--- config.mk ---
export PLATFORM = sky130hd
export DESIGN_NAME = router_pkt_rx
export DESIGN_NICKNAME = d
export VERILOG_FILES = /design/src/rtl/router_pkg.sv /design/src/rtl/router_pkt_rx.sv
export SDC_FILE = /design/constraint.sdc
export NUM_CORES = 1
export LEC_CHECK = 0
export CAP_MARGIN = 10
export CORE_MARGIN = 5
export CORE_UTILIZATION = 50
export DETAILED_ROUTE_END_ITERATION = 8
export GPL_ROUTABILITY_DRIVEN = 1
export HOLD_SLACK_MARGIN = 0.12
export PLACE_DENSITY = 0.73
export SYNTH_ARGS = -nofsm -noshare
export SYNTH_HDL_FRONTEND = slang
export SYNTH_SLANG_ARGS = --single-unit
--- constraint.sdc ---
create_clock -name clk -period 6.6 [get_ports clk]
set_input_delay 1.32 -clock clk [delete_from_list [all_inputs] [get_ports clk]]
set_output_delay 1.32 -clock clk [all_outputs]
set_load 0.005 [all_outputs]
--- src/rtl/router_pkg.sv ---
// Shared definitions for the 1x3 router packet format: header layout,
// data widths and the receiver state encoding.
package router_pkg;

   localparam int DATA_W     = 8;
   localparam int HDR_LEN_W  = 6;
   localparam int HDR_ADDR_W = 2;

   // Header byte is {len[5:0], addr[1:0]}
   localparam int HDR_LEN_MSB  = 7;
   localparam int HDR_LEN_LSB  = 2;
   localparam int HDR_ADDR_MSB = 1;
   localparam int HDR_ADDR_LSB = 0;

   typedef enum logic [2:0] {
      ST_IDLE     = 3'd0,
      ST_HOLD     = 3'd1,
      ST_RD_HDR   = 3'd2,
      ST_HDR_WAIT = 3'd3,
      ST_BODY     = 3'd4,
      ST_DONE     = 3'd5
   } rx_state_t;

endpackage

--- src/rtl/router_pkt_rx.sv ---
// Packet receiver/checker for one router output port. Pops the router
// FIFO, parses the header, accumulates XOR parity over header and payload
// and reports per-packet status when the packet ends.
//
// FIFO handshake: read_enb is a pop request that is only ever raised while
// vld_out is high; the popped byte appears on data_out in the following
// cycle, where a registered flag (rd_q) marks it for capture.
module router_pkt_rx
   import router_pkg::*;
#(
   parameter logic [HDR_ADDR_W-1:0] PORT_ADDR = 2'b00,
   parameter int                    HOLD_CYC  = 0,
   parameter int                    STALL_MAX = 30
) (
   input  logic                 clk,
   input  logic                 reset,
   input  logic                 enable,
   input  logic                 vld_out,
   input  logic [DATA_W-1:0]    data_out,
   output logic                 read_enb,
   output logic                 pkt_done,
   output logic [HDR_LEN_W-1:0] pkt_len,
   output logic                 parity_err,
   output logic                 addr_err,
   output logic                 len_err,
   output logic [15:0]          pkt_count,
   output rx_state_t            fsm_state
);

   localparam int                 STALL_W    = $clog2(STALL_MAX + 1);
   localparam logic [STALL_W-1:0] STALL_LAST = STALL_W'(STALL_MAX - 1);
   localparam logic [7:0]         HOLD_LAST  = 8'(HOLD_CYC - 1);

   rx_state_t             state, state_next;
   logic [7:0]            hold_cnt;
   logic [STALL_W-1:0]    stall_cnt;
   logic [HDR_LEN_W:0]    rem;
   logic [DATA_W-1:0]     acc;
   logic                  rd_q;
   logic [HDR_LEN_W-1:0]  cur_len;
   logic                  cur_addr_err;
   logic                  cur_len_err;
   logic                  last_capture;
   logic                  stall_hit;

   // The trailing parity byte is the capture that arrives once rem has run out
   assign last_capture = (state == ST_BODY) && rd_q && (rem == '0);
   assign stall_hit    = (state == ST_BODY) && (rem != '0) && !vld_out &&
                         (stall_cnt == STALL_LAST);
   assign pkt_done     = (state == ST_DONE);
   assign fsm_state    = state;

   // State register
   always_ff @(posedge clk or posedge reset) begin
      if (reset) state <= ST_IDLE;
      else       state <= state_next;
   end

   // Next-state decode and FIFO pop request
   always_comb begin
      state_next = state;
      read_enb   = 1'b0;
      unique case (state)
         ST_IDLE: begin
            if (vld_out && enable) state_next = (HOLD_CYC > 0) ? ST_HOLD : ST_RD_HDR;
         end
         ST_HOLD: begin
            if (hold_cnt == HOLD_LAST) state_next = ST_RD_HDR;
         end
         ST_RD_HDR: begin
            read_enb   = 1'b1;
            state_next = ST_HDR_WAIT;
         end
         ST_HDR_WAIT: state_next = ST_BODY;
         ST_BODY: begin
            read_enb = (rem != '0) && vld_out;
            if (last_capture || stall_hit) state_next = ST_DONE;
         end
         ST_DONE: state_next = ST_IDLE;
         default: state_next = ST_IDLE;
      endcase
   end

   // Header capture, parity accumulation, counters and reported status
   always_ff @(posedge clk or posedge reset) begin
      if (reset) begin
         hold_cnt     <= '0;
         stall_cnt    <= '0;
         rem          <= '0;
         acc          <= '0;
         rd_q         <= 1'b0;
         cur_len      <= '0;
         cur_addr_err <= 1'b0;
         cur_len_err  <= 1'b0;
         pkt_len      <= '0;
         parity_err   <= 1'b0;
         addr_err     <= 1'b0;
         len_err      <= 1'b0;
         pkt_count    <= '0;
      end else begin
         hold_cnt <= (state == ST_HOLD) ? hold_cnt + 8'd1 : 8'd0;
         rd_q     <= (state == ST_BODY) && read_enb;

         if ((state == ST_BODY) && (rem != '0) && !vld_out) stall_cnt <= stall_cnt + 1'b1;
         else                                                stall_cnt <= '0;

         if (state == ST_HDR_WAIT) begin
            cur_len      <= data_out[HDR_LEN_MSB:HDR_LEN_LSB];
            cur_addr_err <= data_out[HDR_ADDR_MSB:HDR_ADDR_LSB] != PORT_ADDR;
            cur_len_err  <= data_out[HDR_LEN_MSB:HDR_LEN_LSB] == '0;
            acc          <= data_out;
            // Payload bytes plus the trailing parity byte
            rem          <= {1'b0, data_out[HDR_LEN_MSB:HDR_LEN_LSB]} + 1'b1;
         end else if (state == ST_BODY) begin
            if (read_enb)                acc <= acc;
            if (read_enb)                rem <= rem - 1'b1;
            if (rd_q && (rem != '0))     acc <= acc ^ data_out;
         end

         // Status is published only on the way into DONE and held until the next one
         if (last_capture || stall_hit) begin
            pkt_len    <= cur_len;
            addr_err   <= cur_addr_err;
            len_err    <= cur_len_err | stall_hit;
            parity_err <= last_capture && (acc != data_out);
            pkt_count  <= pkt_count + 16'd1;
         end
      end
   end

endmodule

==> out/summary.txt <==
cell type with the largest total area after synthesis: dfrtp_1
number of diodes: 0
clk slew on worst S/H paths: 0.07 ns
fin. max-slew vios: 0
RSZ-0062 raised after global routing: false
GRT overflow: 0
critical-path maximum fanout: 8
CTS resizes: 0
initial antenna violation count: 0
Mapped Cells: 323
Min-Delay Path Depth: 1
Max Cap Violations: 0
design area: 3841 µm²
Root Buffer Master: clkbuf_8
I/O Pins: 42
HP Start: hold_cnt[0]$_DFF_PP0_
Required @ worst endpoint: 5.28 ns
DPL Wire Length: 4358 µm
Synth Register Bits: 65
Routed WL: 6308 µm
area of the mapped netlist: 3207 µm²
Worst-Skew Late Latency: 0.34 ns
drc violations: 0
IO Port Bufs: 41
PwrDens: 309.4 nW/µm²
routed vias: 2358
Die Wd: 90.09 µm
most frequent CP cell: clkdlybuf4s50_1
Hold WS: 0.4525 ns
Worst-Margin Slew: 0.9856 ns
status: finished, final reports clean
Antenna Violating Nets Remaining: 0
CTS Hold Bufs: 0
number of global-route vias before repair: 2435
Final Cycle Share: 0.6435
TritonCTS clock tree: built
ys flop type: dfrtp_1
RR Endpoint: pkt_len[3]$_DFFE_PP0P_
warnings from Yosys: 0
drt first pass iters: 4
Die Ht: 90.09 µm
Fin Clk Skew: 0.009208 ns
Num CTS Buffers: 9
Seq/Total Area, Yosys: 0.5072
final setup vio count: 0
Setup TNS: 0 ns
Placement Rows: 29
count leader, synth: dfrtp_1
area growth from synthesis to layout: 19.78%
Synth top cells by count: 65 x dfrtp_1, 38 x nand2_1, 26 x xor2_1, 24 x nand3_1
reg-to-reg critical path startpoint: rem[3]$_DFFE_PP0P_
pin count of the biggest net entering global routing: 66
CP top delay family: buffers and inverters
Avg Cell Area, Syn: 9.928 µm²
FFs w/ async S/R, synth: 1.000
# clock sinks: 65
Setup CP Type: in2out
Max stage delay cell, worst path: clkdlybuf4s50_1
worst-path cell chain: clkdlybuf4s50_1 > o211ai_1 > o21ai_0 > clkdlybuf4s50_1
CP Buf/Inv Count: 2
Fin. Hold Viols: 0
Avg WL per Cell: 14.27 µm
Static Leakage: 1.723 nW
die area: 8115 µm²
Layout fillers: 533
crit start category: input port
Yosys cell types: 40
layout cells sized above 1: 0.07671
Fmax achieved: 235.5 MHz
final net count: 379
Total Routing Usage GR: 0.1690
top cell type's share of synthesized area: 0.5072
critical path arrival: 2.93 ns
Via density: 5.335
number of enable flip-flop cells after synthesis: 0
initial core utilization: 0.5109
Reg2Reg Depth: 5
Rel. slew slack: 0.3409
Peak VDD IR: 0.0001667 V
RePlAce Congestion: 0.7726
crit end category: output port
DP Area: 3655 µm²
first-pass GRT wire length: 11450 µm
worst hold path type: reg2reg
Synthesized Nets: 342
placeable core region: 6277 µm²
Hold EP: hold_cnt[0]$_DFF_PP0_
Synth area leaders: dfrtp_1 51%, xor2_1 7.1%, nand2_1 4.4%, nand3_1 3.7%, mux2_4 3.7%
Max clock buf depth: 2
initial DRC count: 98
Period minus WS final: 4.247 ns
flop2flop setup slack: 4.15 ns
Post-CTS Setup Repair Bufs: 0
Worst path max stage delay: 0.65 ns
H-tree depth: 3
how the worst max path moves through the flow:
stage             from        to  cells past startpoint
3_5_place_dp   vld_out  read_enb                      4
2_1_floorplan  vld_out  read_enb                      3
4_1_cts        vld_out  read_enb                      4
6_report       vld_out  read_enb                      4
3_3_place_gp   vld_out  read_enb                      4
5_1_grt        vld_out  read_enb                      4
where the power goes:
| part | switching, mW | internal, mW |
|---|---|---|
| sequential | 0.0805 | 0.487 |
| combinational | 0.143 | 0.155 |
| clock | 0.150 | 0.172 |
| total | 0.374 | 0.815 |
cell families after synthesis:
| kind of cell | Yosys count | share of synthesized area |
|---|---|---|
| xor+xnor | 39 | 0.1065 |
| simple gates | 128 | 0.1935 |
| fa+ha+maj | 7 | 0.02731 |
| flops | 65 | 0.5072 |
| buf+inv | 27 | 0.03356 |
| mux | 11 | 0.05111 |
| compound gates | 46 | 0.08077 |
flip-flops by register name (all words and copies together), names as in the netlist:
name and flops:
pkt_count 16, acc 8, hold_cnt 8, rem 7, cur_len 6, pkt_len 6, stall_cnt 5, fsm_state 3
addr_err 1, cur_addr_err 1, cur_len_err 1, len_err 1, parity_err 1, rd_q 1
per-stage QoR:
step / worst slack, ns / instances / util / power (mW)
after global placement: 2.372 / 426 / 0.5822 / 0.8680
after CTS: 2.360 / 442 / 0.6119 / 1.204
after detailed placement: 2.368 / 426 / 0.5822 / 0.8777
after floorplan: 3.411 / 323 / - / 0.7629
after global routing: 2.268 / 442 / 0.6119 / 1.277
final: 2.353 / 442 / 0.6119 / 1.189
cell usage in the layout, fill, tap and decap left out, types with 2 or more instances in the layout:
| cell type | netlist | layout |
|---|---|---|
| ha_1 | 7 | 7 |
| nor4_1 | 3 | 3 |
| xnor2_1 | 13 | 13 |
| clkinv_2 | 0 | 4 |
| inv_1 | 11 | 10 |
| nor3_1 | 18 | 18 |
| o22a_1 | 2 | 2 |
| a21oi_1 | 19 | 19 |
| o22ai_1 | 2 | 2 |
| nand2_1 | 38 | 38 |
| clkdlybuf4s50_1 | 0 | 41 |
| o211ai_1 | 2 | 2 |
| dfrtp_1 | 65 | 65 |
| xor2_1 | 26 | 26 |
| nand4_1 | 7 | 7 |
| and3_1 | 5 | 5 |
| o21ai_0 | 16 | 16 |
| nand3_1 | 24 | 24 |
| nor3b_1 | 2 | 2 |
| clkbuf_8 | 0 | 9 |
| nand2b_1 | 3 | 3 |
| nor2_1 | 19 | 19 |
| mux2_4 | 8 | 8 |
routing by layer:
layer,share of wire,wire length [µm],global-route usage,vias up
met3,0.042,268,0.03673,13
met5,0,0,0,-
met4,0.022,138,0.07816,0
met1,0.47,2988,0.2235,1124
met2,0.46,2914,0.2646,45
li1,-,-,-,1176
cell type report:
type | count | area (µm²) | share of cell area
Timing Repair Buffer | 42 | 417.9 | 0.1088
Sequential cell | 65 | 1627 | 0.4235
Clock buffer | 10 | 127.6 | 0.03322
Inverter | 11 | 41.29 | 0.01075
Multi-Input combinational cell | 231 | 1473 | 0.3834
Tap cell | 77 | 96.34 | 0.02508
Clock inverter | 6 | 58.81 | 0.01531
No activity file was read; power rests on OpenSTA's default activity.
